--- config.mk ---
export PLATFORM = sky130hd
export DESIGN_NAME = sprite_motion_ctrl
export DESIGN_NICKNAME = d
export VERILOG_FILES = /design/src/rtl/sprite_pkg.sv /design/src/rtl/sprite_axis.sv /design/src/rtl/sprite_motion_ctrl.sv
export SDC_FILE = /design/constraint.sdc
export NUM_CORES = 1
export LEC_CHECK = 0
export CELL_PAD_IN_SITES_DETAIL_PLACEMENT = 0
export CELL_PAD_IN_SITES_GLOBAL_PLACEMENT = 1
export CORE_MARGIN = 2
export CORE_UTILIZATION = 42
export CTS_CLUSTER_DIAMETER = 60
export DETAILED_ROUTE_END_ITERATION = 16
export PLACE_DENSITY_LB_ADDON = 0.1
export SLEW_MARGIN = 15
export SYNTH_ARGS = -nofsm -noshare
export SYNTH_HDL_FRONTEND = slang
export SYNTH_SLANG_ARGS = --single-unit
export TNS_END_PERCENT = 50
--- constraint.sdc ---
create_clock -name clk -period 4 [get_ports clk]
set_clock_uncertainty 0.15 [all_clocks]
set_input_delay 0.8 -clock clk [delete_from_list [all_inputs] [get_ports clk]]
set_output_delay 0.8 -clock clk [all_outputs]
set_load 0.005 [all_outputs]
--- src/rtl/sprite_pkg.sv ---
// Shared types and constants for the sprite motion controller: edge-mode encodings,
// 12-bit RGB colours and default visible-area bounds.
package sprite_pkg;

  typedef enum logic [1:0] {
    ModeWrap   = 2'd0,
    ModeClamp  = 2'd1,
    ModeBounce = 2'd2,
    ModeRsvd   = 2'd3
  } mode_e;

  localparam logic [11:0] White  = 12'hFFF;
  localparam logic [11:0] Red    = 12'hF00;
  localparam logic [11:0] Yellow = 12'hFF0;
  localparam logic [11:0] Cyan   = 12'h0FF;
  localparam logic [11:0] Green  = 12'h0F0;
  localparam logic [11:0] Blue   = 12'h00F;

  localparam int unsigned DefHMin = 144;
  localparam int unsigned DefHMax = 783;
  localparam int unsigned DefVMin = 35;
  localparam int unsigned DefVMax = 515;

endpackage

--- src/rtl/sprite_axis.sv ---
// One axis of sprite motion: position and velocity-sign registers, updated only on tick_i,
// with wrap / clamp / bounce handling at the legal centre limits Lo..Hi.
module sprite_axis
  import sprite_pkg::*;
#(
  parameter int unsigned Lo    = 149,
  parameter int unsigned Hi    = 778,
  parameter int unsigned Step  = 2,
  parameter int unsigned Reset = 450
) (
  input  logic       clk,
  input  logic       rst,
  input  logic       tick_i,
  input  logic       inc_i,
  input  logic       dec_i,
  input  mode_e      mode_i,
  output logic [9:0] pos_o
);

  localparam logic signed [10:0] LoS   = 11'(Lo);
  localparam logic signed [10:0] HiS   = 11'(Hi);
  localparam logic signed [10:0] StepS = 11'(Step);

  logic [9:0]         pos_q, pos_d;
  logic               vel_neg_q, vel_neg_d;
  logic               vel_neg_b;
  logic signed [10:0] cur, fwd, bwd, nxt;

  always_comb begin
    cur       = $signed({1'b0, pos_q});
    fwd       = cur + StepS;
    bwd       = cur - StepS;
    nxt       = cur;
    vel_neg_b = vel_neg_q;
    pos_d     = pos_q;
    vel_neg_d = vel_neg_q;
    if (mode_i == ModeBounce) begin
      // Buttons only steer the velocity; reaching a limit overrides them.
      if (inc_i && !dec_i) begin
        vel_neg_b = 1'b0;
      end else if (dec_i && !inc_i) begin
        vel_neg_b = 1'b1;
      end
      nxt = vel_neg_b ? bwd : fwd;
      if (nxt >= HiS) begin
        pos_d     = HiS[9:0];
        vel_neg_d = 1'b1;
      end else if (nxt <= LoS) begin
        pos_d     = LoS[9:0];
        vel_neg_d = 1'b0;
      end else begin
        pos_d     = nxt[9:0];
        vel_neg_d = vel_neg_b;
      end
    end else begin
      if (inc_i && !dec_i) begin
        nxt = fwd;
      end else if (dec_i && !inc_i) begin
        nxt = bwd;
      end
      if (nxt > HiS) begin
        pos_d = (mode_i == ModeWrap) ? LoS[9:0] : HiS[9:0];
      end else if (nxt < LoS) begin
        pos_d = (mode_i == ModeWrap) ? HiS[9:0] : LoS[9:0];
      end else begin
        pos_d = nxt[9:0];
      end
    end
  end

  always_ff @(posedge clk or posedge rst) begin
    if (rst) begin
      pos_q     <= 10'(Reset);
      vel_neg_q <= 1'b0;
    end else if (tick_i) begin
      pos_q     <= pos_d;
      vel_neg_q <= vel_neg_d;
    end
  end

  assign pos_o = pos_q;

endmodule

--- src/rtl/sprite_motion_ctrl.sv ---
// VGA sprite controller: per-frame sprite motion from buttons or autonomous bounce, plus a
// registered pixel path. Define SPRITE_BORDER_EN to draw a 1-pixel BrdCol outline.
module sprite_motion_ctrl
  import sprite_pkg::*;
#(
  parameter int unsigned HalfW  = 5,
  parameter int unsigned HalfH  = 5,
  parameter int unsigned Step   = 2,
  parameter int unsigned HMin   = DefHMin,
  parameter int unsigned HMax   = DefHMax,
  parameter int unsigned VMin   = DefVMin,
  parameter int unsigned VMax   = DefVMax,
  parameter int unsigned ResetX = 450,
  parameter int unsigned ResetY = 250,
  parameter logic [11:0] SprCol = Red,
  parameter logic [11:0] BrdCol = 12'h000
) (
  input  logic        clk,
  input  logic        rst,
  input  logic        frame_tick_i,
  input  logic        up_i,
  input  logic        down_i,
  input  logic        left_i,
  input  logic        right_i,
  input  logic [1:0]  mode_i,
  input  logic [9:0]  h_count_i,
  input  logic [9:0]  v_count_i,
  output logic [11:0] rgb_o,
  output logic [11:0] background_o,
  output logic        in_sprite_o,
  output logic [9:0]  xpos_o,
  output logic [9:0]  ypos_o
);

`ifdef SPRITE_BORDER_EN
  localparam bit BorderEn = 1'b1;
`else
  localparam bit BorderEn = 1'b0;
`endif

  localparam logic signed [10:0] HalfWS = 11'(HalfW);
  localparam logic signed [10:0] HalfHS = 11'(HalfH);

  mode_e mode;
  assign mode = mode_e'(mode_i);

  sprite_axis #(
    .Lo    (HMin + HalfW),
    .Hi    (HMax - HalfW),
    .Step  (Step),
    .Reset (ResetX)
  ) u_axis_x (
    .clk    (clk),
    .rst    (rst),
    .tick_i (frame_tick_i),
    .inc_i  (right_i),
    .dec_i  (left_i),
    .mode_i (mode),
    .pos_o  (xpos_o)
  );

  // Screen y grows downward, so "down" increments.
  sprite_axis #(
    .Lo    (VMin + HalfH),
    .Hi    (VMax - HalfH),
    .Step  (Step),
    .Reset (ResetY)
  ) u_axis_y (
    .clk    (clk),
    .rst    (rst),
    .tick_i (frame_tick_i),
    .inc_i  (down_i),
    .dec_i  (up_i),
    .mode_i (mode),
    .pos_o  (ypos_o)
  );

  logic [11:0]        bg_q, bg_d;
  logic [11:0]        rgb_q, rgb_d;
  logic               in_sprite_q, in_sprite_d;
  logic signed [10:0] h_s, v_s, x_lo, x_hi, y_lo, y_hi;
  logic               on_ring;

  always_comb begin
    bg_d = bg_q;
    if (right_i) begin
      bg_d = Yellow;
    end else if (left_i) begin
      bg_d = Cyan;
    end else if (down_i) begin
      bg_d = Green;
    end else if (up_i) begin
      bg_d = Blue;
    end
  end

  // Box edges are widened to 11 bits so a centre near zero cannot underflow.
  always_comb begin
    h_s  = $signed({1'b0, h_count_i});
    v_s  = $signed({1'b0, v_count_i});
    x_lo = $signed({1'b0, xpos_o}) - HalfWS;
    x_hi = $signed({1'b0, xpos_o}) + HalfWS;
    y_lo = $signed({1'b0, ypos_o}) - HalfHS;
    y_hi = $signed({1'b0, ypos_o}) + HalfHS;
    in_sprite_d = (h_s >= x_lo) && (h_s <= x_hi) && (v_s >= y_lo) && (v_s <= y_hi);
    on_ring     = (h_s == x_lo) || (h_s == x_hi) || (v_s == y_lo) || (v_s == y_hi);
    if (in_sprite_d) begin
      rgb_d = (BorderEn && on_ring) ? BrdCol : SprCol;
    end else begin
      rgb_d = bg_q;
    end
  end

  always_ff @(posedge clk or posedge rst) begin
    if (rst) begin
      bg_q        <= White;
      rgb_q       <= White;
      in_sprite_q <= 1'b0;
    end else begin
      bg_q        <= bg_d;
      rgb_q       <= rgb_d;
      in_sprite_q <= in_sprite_d;
    end
  end

  assign rgb_o        = rgb_q;
  assign background_o = bg_q;
  assign in_sprite_o  = in_sprite_q;

endmodule

==> summary.txt, run 1 <==
Floorplanning
  – Std cell rows: 39
  – Die area: 12400 um^2
  – Area of the core: 11300 um^2
  – Die height: 111 um
  – Chip Width: 111 um
  – Starting Density: 42.7%
  – Top Ports: 74

Finish
  – Most common cell after layout, fill and taps aside: clkdlybuf4s50_1
  – Non-Filler Instances: 808
  – Fill cells: 1133
  – Commonest non-fill, non-tap cells in the layout: 72 x clkdlybuf4s50_1, 47 x ha_1, 43 x xnor2_1
  – Final core occ: 51.1%
  – Ant diodes: 0
  – Synthesis-to-finish area growth: 19.6%
  – Multi-input gate area: 3680 um^2
  – Layout cells sized above 1: 13.1%
  – Nets: 742
  – Reg area: 721 um^2

Global routing
  – First-pass GRT wire length: 25200 um
  – Vias in the first global route: 4874
  – GR Overflow Total: 0
  – Total Routing Usage GR: 24.5%
  – Initial antenna violation count: 0
  – Largest net degree at the start of global routing: 26

Setup path
  – Crit-path cells: clkdlybuf4s50_1, nor2b_1, buf_4, a21o_1, buf_4, nor4b_1, nor3_1, o311ai_2, nand2_1, buf_4, o41ai_1, nand2_1, nand3_1
  – Top cell by count, worst path: buf_4
  – Nature of the critical path endpoint: flip-flop
  – WP buf/inv: 4
  – Worst setup SP type: input port
  – Crit Path Category: in2reg
  – FF-to-FF Start: u_axis_x.pos_o[2]
  – Slowest stage delay, CP: 480 ps
  – CP max-delay cell: clkdlybuf4s50_1
  – CP delay by family, top: compound AO/OA/AOI/OAI gates
  – Crit Path Max Fanout: 12
  – Worst Path Required: 4040 ps
  – CP Data Arrival Time: 3790 ps
  – Reg-to-reg endpoint: u_axis_x.pos_o[4]
  – Internal reg-to-reg setup slack: 500 ps
  – Worst-case reg-to-reg path depth: 11

Placement
  – Port Buffer Count: 72
  – Placed insts: 804
  – Detailed Place HPWL: 12100 um
  – RePlAce Congestion: 0.966

Clocking
  – CTS Root Cell: clkbuf_16
  – Clock Latency Late Sink: 270 ps
  – Worst-path clk slew: 70 ps
  – CTS Hold Bufs: 0
  – Num CTS Buffers: 3
  – CTS Sinks: 28
  – CTS tree: yes
  – CTS H-Tree Depth: 1
  – Longest Clk Path Bufs: 2

Synthesis
  – Synth Flop Type: dfstp_2
  – Ys async rst share: 100%
  – Post-Syn Nets: 688
  – Syn Inst Count: 612
  – Leading area contributor after synthesis: ha_1
  – EDFF count, synth: 0
  – Synth area leaders: ha_1 12%, dfstp_2 8.7%, xnor2_1 7.8%
  – Mean Syn Cell Area: 7.91 um^2
  – Post-synth top area share: 12.2%
  – Seq cells post-synth: 28
  – Sequential area share after synthesis: 14.9%
  – Synth cell types: 85
  – Synth warn: 0
  – Synthesized area: 4840 um^2

Drt
  – DRT iter0 DRCs: 284
  – DRT Wirelength: 15300 um
  – Via count: 4829
  – Vias/cell: 5.98
  – Residual DRC: 0
  – Drt first pass iters: 5
  – WL/cell: 18.9 um
  – Antenna viol nets, final: 0

Timing
  – Final Hold Vio Count: 0
  – Max-slew headroom: 38.6%
  – Final Max Slew Viols: 0
  – TNS Setup: 0 ps
  – Final setup fails: 0
  – Max Clock Freq: 267 MHz
  – RSZ-0062 raised after global routing: no
  – Final period utilization: 93.5%
  – Tmin final: 3740 ps
  – Worst Tran Pin Value: 897 ps
  – WHS: 338 ps

Status
  – Status: complete, no violations

Power and ir drop
  – Leak pwr: 2.33 nW
  – Overall power consumption: 4.03 mW
  – Peak VDD IR: 0.343 mV
  – PwrDens: 696 nW/um^2

Hold path
  – Min-delay worst type: reg2reg
  – HP Start: background_o[3]
  – Hold path depth: 2
  – Worst Hold End: rgb_o[3]

Flow run
  – # Max-Cap Violations: 0
-- through the flow --
stage,area [um^2],setup slack [ps]
final,5790,258
after global routing,5790,32.4
after CTS,5780,225
after detailed placement,5680,-25.6
after global placement,5680,-5.23
after floorplan,4840,398
-- worst register-to-register path, cell delays in order (launching register included) --
cell       delay, ps
dfrtp_1          390
buf_4            330
ha_1             380
nand3_1          110
nor2_1           260
a22oi_1          140
xnor2_1          480
o311ai_2         280
nand2_1          200
inv_1            110
a2111oi_0        440
a211oi_1         100
-- what timing repair did --
| action | 4_1_cts | 5_1_grt |
|---|---|---|
| resized for setup | 0 | 1 |
| hold endpoints to repair | 0 | 0 |
| buffers inserted | 0 | 0 |
| setup endpoints to repair | 0 | 1 |
-- flip-flops by register name (all words and copies together) (netlist names) --
signal	flops
background_o	3
u_axis_x.pos_o	10
u_axis_x.vel_neg_q	1
rgb_o	3
u_axis_y.vel_neg_q	1
in_sprite_o	1
u_axis_y.pos_o	9
-- cell usage after synthesis (5+ instances only) --
cell / instances
o21ai_1: 5
buf_1: 5
dfstp_2: 16
or3_1: 6
o22ai_1: 8
inv_1: 24
nor2_1: 42
nand2b_1: 10
a21oi_1: 39
mux2i_1: 12
xor2_1: 18
buf_4: 22
nand4_1: 8
o21a_1: 13
buf_2: 13
ha_1: 47
clkbuf_1: 18
a211oi_1: 13
nand2_1: 26
a21o_1: 21
nand3_1: 29
a22oi_1: 7
xnor2_1: 43
nor2b_1: 10
dfrtp_1: 12
nor3_1: 14
o21ai_0: 25
-- cell type report --
class	count	area share (%)
timing repair buffer	110	17.4
sequential	28	12.5
inverter	25	1.62
multi-input combinational	498	63.6
tap	143	3.09
clock inverter	1	0.519
clock buffer	3	1.30
-- worst max path at each step --
stage	depth (start not counted)	from	end	slack [ps]
global placement	13	left_i	u_axis_x.pos_o[5]	-5
detailed placement	12	left_i	u_axis_x.pos_o[5]	-30
global route	13	right_i	u_axis_x.pos_o[5]	30
finish	13	left_i	u_axis_x.pos_o[5]	260
CTS	12	left_i	u_axis_x.pos_o[5]	230
floorplan	14	u_axis_x.pos_o[2]	u_axis_x.pos_o[4]	400
-- power breakdown --
group          total [mW]  switching (mW)  leakage, nW  internal, mW
Combinational        2.97            1.56         1.97          1.40
Clock               0.302           0.103       0.0511         0.200
Sequential          0.760           0.339        0.312         0.421
-- cell families after synthesis --
group,after synthesis,synth area share (%)
muxes,15,3.18
buffers and inverters,86,9.05
AOI/OAI and AO/OA,192,28.8
adders and majority gates,47,12.2
other,1,0.0775
xor gates and xnor gates,62,11.4
DFF,28,14.9
and+or+nand+nor,181,20.5
-- routing by layer --
layer	track usage [%]	vias to the layer above	wire length (um)
met1	31.3	2282	6540
met5	0	-	0
met4	8.72	0	525
li1	-	2352	-
met3	2.23	35	692
met2	43.1	160	7530
Note: power is estimated with default switching activity, not from simulation.
==> run 2, diff against run 1 <==
--- a/config.mk
+++ b/config.mk
@@ -5,6 +5,7 @@
 export SDC_FILE = /design/constraint.sdc
 export NUM_CORES = 1
 export LEC_CHECK = 0
+export ABC_CLOCK_PERIOD_IN_PS = 4000
 export CELL_PAD_IN_SITES_DETAIL_PLACEMENT = 0
 export CELL_PAD_IN_SITES_GLOBAL_PLACEMENT = 1
 export CORE_MARGIN = 2
==> results of run 2 <==
Same layout as run 1: the final DEF is identical, and so are final timing and power.
==> run 3, diff against run 2 <==
--- a/config.mk
+++ b/config.mk
@@ -5,7 +5,7 @@
 export SDC_FILE = /design/constraint.sdc
 export NUM_CORES = 1
 export LEC_CHECK = 0
-export ABC_CLOCK_PERIOD_IN_PS = 4000
+export ABC_CLOCK_PERIOD_IN_PS = 4200
 export CELL_PAD_IN_SITES_DETAIL_PLACEMENT = 0
 export CELL_PAD_IN_SITES_GLOBAL_PLACEMENT = 1
 export CORE_MARGIN = 2
==> constraint.sdc (replaced) <==
create_clock -name clk -period 4.2 [get_ports clk]
set_clock_uncertainty 0.15 [all_clocks]
set_input_delay 0.84 -clock clk [delete_from_list [all_inputs] [get_ports clk]]
set_output_delay 0.84 -clock clk [all_outputs]
set_load 0.005 [all_outputs]
==> summary.txt, run 3 (synthesized netlist as in run 1, its figures left out) <==
Floorplanning
  – Top Ports: 74 (unchanged)
  – Die height: 111 um (unchanged)
  – Chip Width: 111 um (unchanged)
  – Die area: 12400 um^2 (unchanged)
  – Starting Density: 42.7% (unchanged)
  – Std cell rows: 39 (unchanged)
  – Area of the core: 11300 um^2 (unchanged)

Timing
  – WHS: 337 ps (-0.899 ps)
  – Worst Tran Pin Value: 998 ps (+100 ps)
  – TNS Setup: 0 ps (unchanged)
  – RSZ-0062 raised after global routing: no
  – Final setup fails: 0 (unchanged)
  – Max-slew headroom: 33.4% (-5.2 points)
  – Setup ws final: 365 ps (+106 ps)
  – Final Hold Vio Count: 0 (unchanged)
  – Final Max Slew Viols: 0 (unchanged)
  – Tmin final: 3840 ps
  – Max Clock Freq: 261 MHz
  – Final period utilization: 91.3%

Setup path
  – Worst Path Required: 4240 ps (+200 ps)
  – CP Data Arrival Time: 3880 ps (+90 ps)
  – Crit Path Category: in2reg
  – CP delay by family, top: simple AND/OR/NAND/NOR gates
  – Slowest stage delay, CP: 550 ps (+70 ps)
  – WP buf/inv: 4 (unchanged)
  – Crit Path Max Fanout: 8 (-4)
  – Crit-path cells: clkdlybuf4s50_1, nor2b_1, buf_4, a21o_1, buf_4, nor4b_1, nor3_1, o311ai_2, nand2_1, nor3_1, buf_4, a21boi_0, o21ai_1
  – Worst setup SP type: input port
  – CP max-delay cell: clkdlybuf4s50_1
  – Internal reg-to-reg setup slack: 620 ps (+120 ps)
  – Top cell by count, worst path: buf_4
  – Nature of the critical path endpoint: flip-flop

Finish
  – Final non-filler cell area: 5740 um^2 (-0.76%)
  – Commonest non-fill, non-tap cells in the layout: 72 x clkdlybuf4s50_1, 47 x ha_1, 43 x xnor2_1
  – Reg area: 721 um^2 (unchanged)
  – Synthesis-to-finish area growth: 18.7%
  – Layout cells sized above 1: 12.3% (-0.81 points)
  – Most common cell after layout, fill and taps aside: clkdlybuf4s50_1
  – Max FFs per register: 10 (unchanged)
  – Fill cells: 1150 (+1.5%)
  – Ant diodes: 0 (unchanged)
  – Multi-input gate area: 3680 um^2 (about the same)
  – Nets: 737 (-0.67%)

Clocking
  – CTS tree: yes
  – CTS Sinks: 28 (unchanged)
  – Longest Clk Path Bufs: 2 (unchanged)
  – CTS Hold Bufs: 0 (unchanged)
  – Worst-path clk slew: 70 ps (about the same)
  – Clock Latency Late Sink: 270 ps (about the same)
  – Post-CTS sizing: 0 (unchanged)
  – Num CTS Buffers: 3 (unchanged)
  – Post-CTS Setup Inserts: 0 (unchanged)
  – CTS H-Tree Depth: 1 (unchanged)
  – CTS Root Cell: clkbuf_16

Placement
  – Port Buffer Count: 72 (unchanged)
  – DP Area: 5650 um^2 (-0.44%)
  – Detailed Place HPWL: 12000 um (-1.2%)
  – Setup WS pre-CTS: 130 ps (+155 ps)
  – RePlAce Congestion: 0.935 (-3.2%)

Global routing
  – GR Overflow Total: 0 (unchanged)
  – Largest net degree at the start of global routing: 26 (unchanged)
  – Vias in the first global route: 4824 (-1.0%)
  – Total Routing Usage GR: 23.7% (-0.83 points)
  – Initial antenna violation count: 0 (unchanged)
  – First-pass GRT wire length: 24400 um (-3.2%)

Power and ir drop
  – PwrDens: 662 nW/um^2 (-4.9%)
  – Leak pwr: 2.31 nW (-1.0%)
  – Peak VDD IR: 0.346 mV (+0.88%)

Drt
  – Residual DRC: 0 (unchanged)
  – DRT iter0 DRCs: 262 (-7.7%)
  – DRT Wirelength: 15100 um (-1.5%)
  – Drt first pass iters: 5 (unchanged)
  – Antenna viol nets, final: 0 (unchanged)
  – Via count: 4807 (-0.46%)
  – WL/cell: 18.8 um (-0.84%)
  – Vias/cell: 5.99 (+0.16%)

Hold path
  – Min-delay worst type: reg2reg

Status
  – Status: complete, no violations

Flow run
  – # Max-Cap Violations: 0 (unchanged)
==> run 3: tightest hold or removal path, stage by stage, from the launching register on <==
cell and delay [ps]:
dfstp_2 400, inv_1 60, a31oi_1 30
==> run 3: metal layers <==
metal,global-route usage (%),share of wire [%]
met5,0,0
met4,6.75,2.1
met3,1.42,4.1
met2,44.1,51
met1,29.5,43
==> run 3: per-stage QoR <==
step,instances,power (mW),utilization (%)
floorplan,612,2.63,-
global placement,799,3.52,49.9
detailed placement,799,3.54,49.9
CTS,803,3.80,50.7
global route,803,4.14,50.7
finish,803,3.80,50.7
==> run 3: path summary, 6_finish.rpt <==
check | from | to | cells past startpoint
worst max-delay path | left_i | u_axis_x.pos_o[6] | 13
worst min-delay path | background_o[3] | rgb_o[3] | 2
worst max register to register | u_axis_y.pos_o[2] | u_axis_y.pos_o[6] | 11
worst min register to register | background_o[3] | rgb_o[3] | 2
max in group asynchronous | rst | u_axis_y.pos_o[5] | 3
min in group asynchronous | rst | u_axis_x.pos_o[0] | 2
==> run 3: power breakdown <==
group          internal, mW  total, mW  leakage [nW]  switching, mW
clock network         0.146      0.243        0.0442         0.0970
logic                  1.35       2.85          1.95           1.50
registers             0.400      0.710         0.312          0.310
total                  1.90       3.80          2.31           1.90
==> run 3: cell type report <==
| cell class | count | area share, % |
|---|---|---|
| timing repair buffer | 105 | 17.1 |
| multi-input combinational | 498 | 64.1 |
| inverter | 25 | 1.63 |
| clock buffer | 4 | 1.55 |
| sequential | 28 | 12.5 |
| tap | 143 | 3.12 |
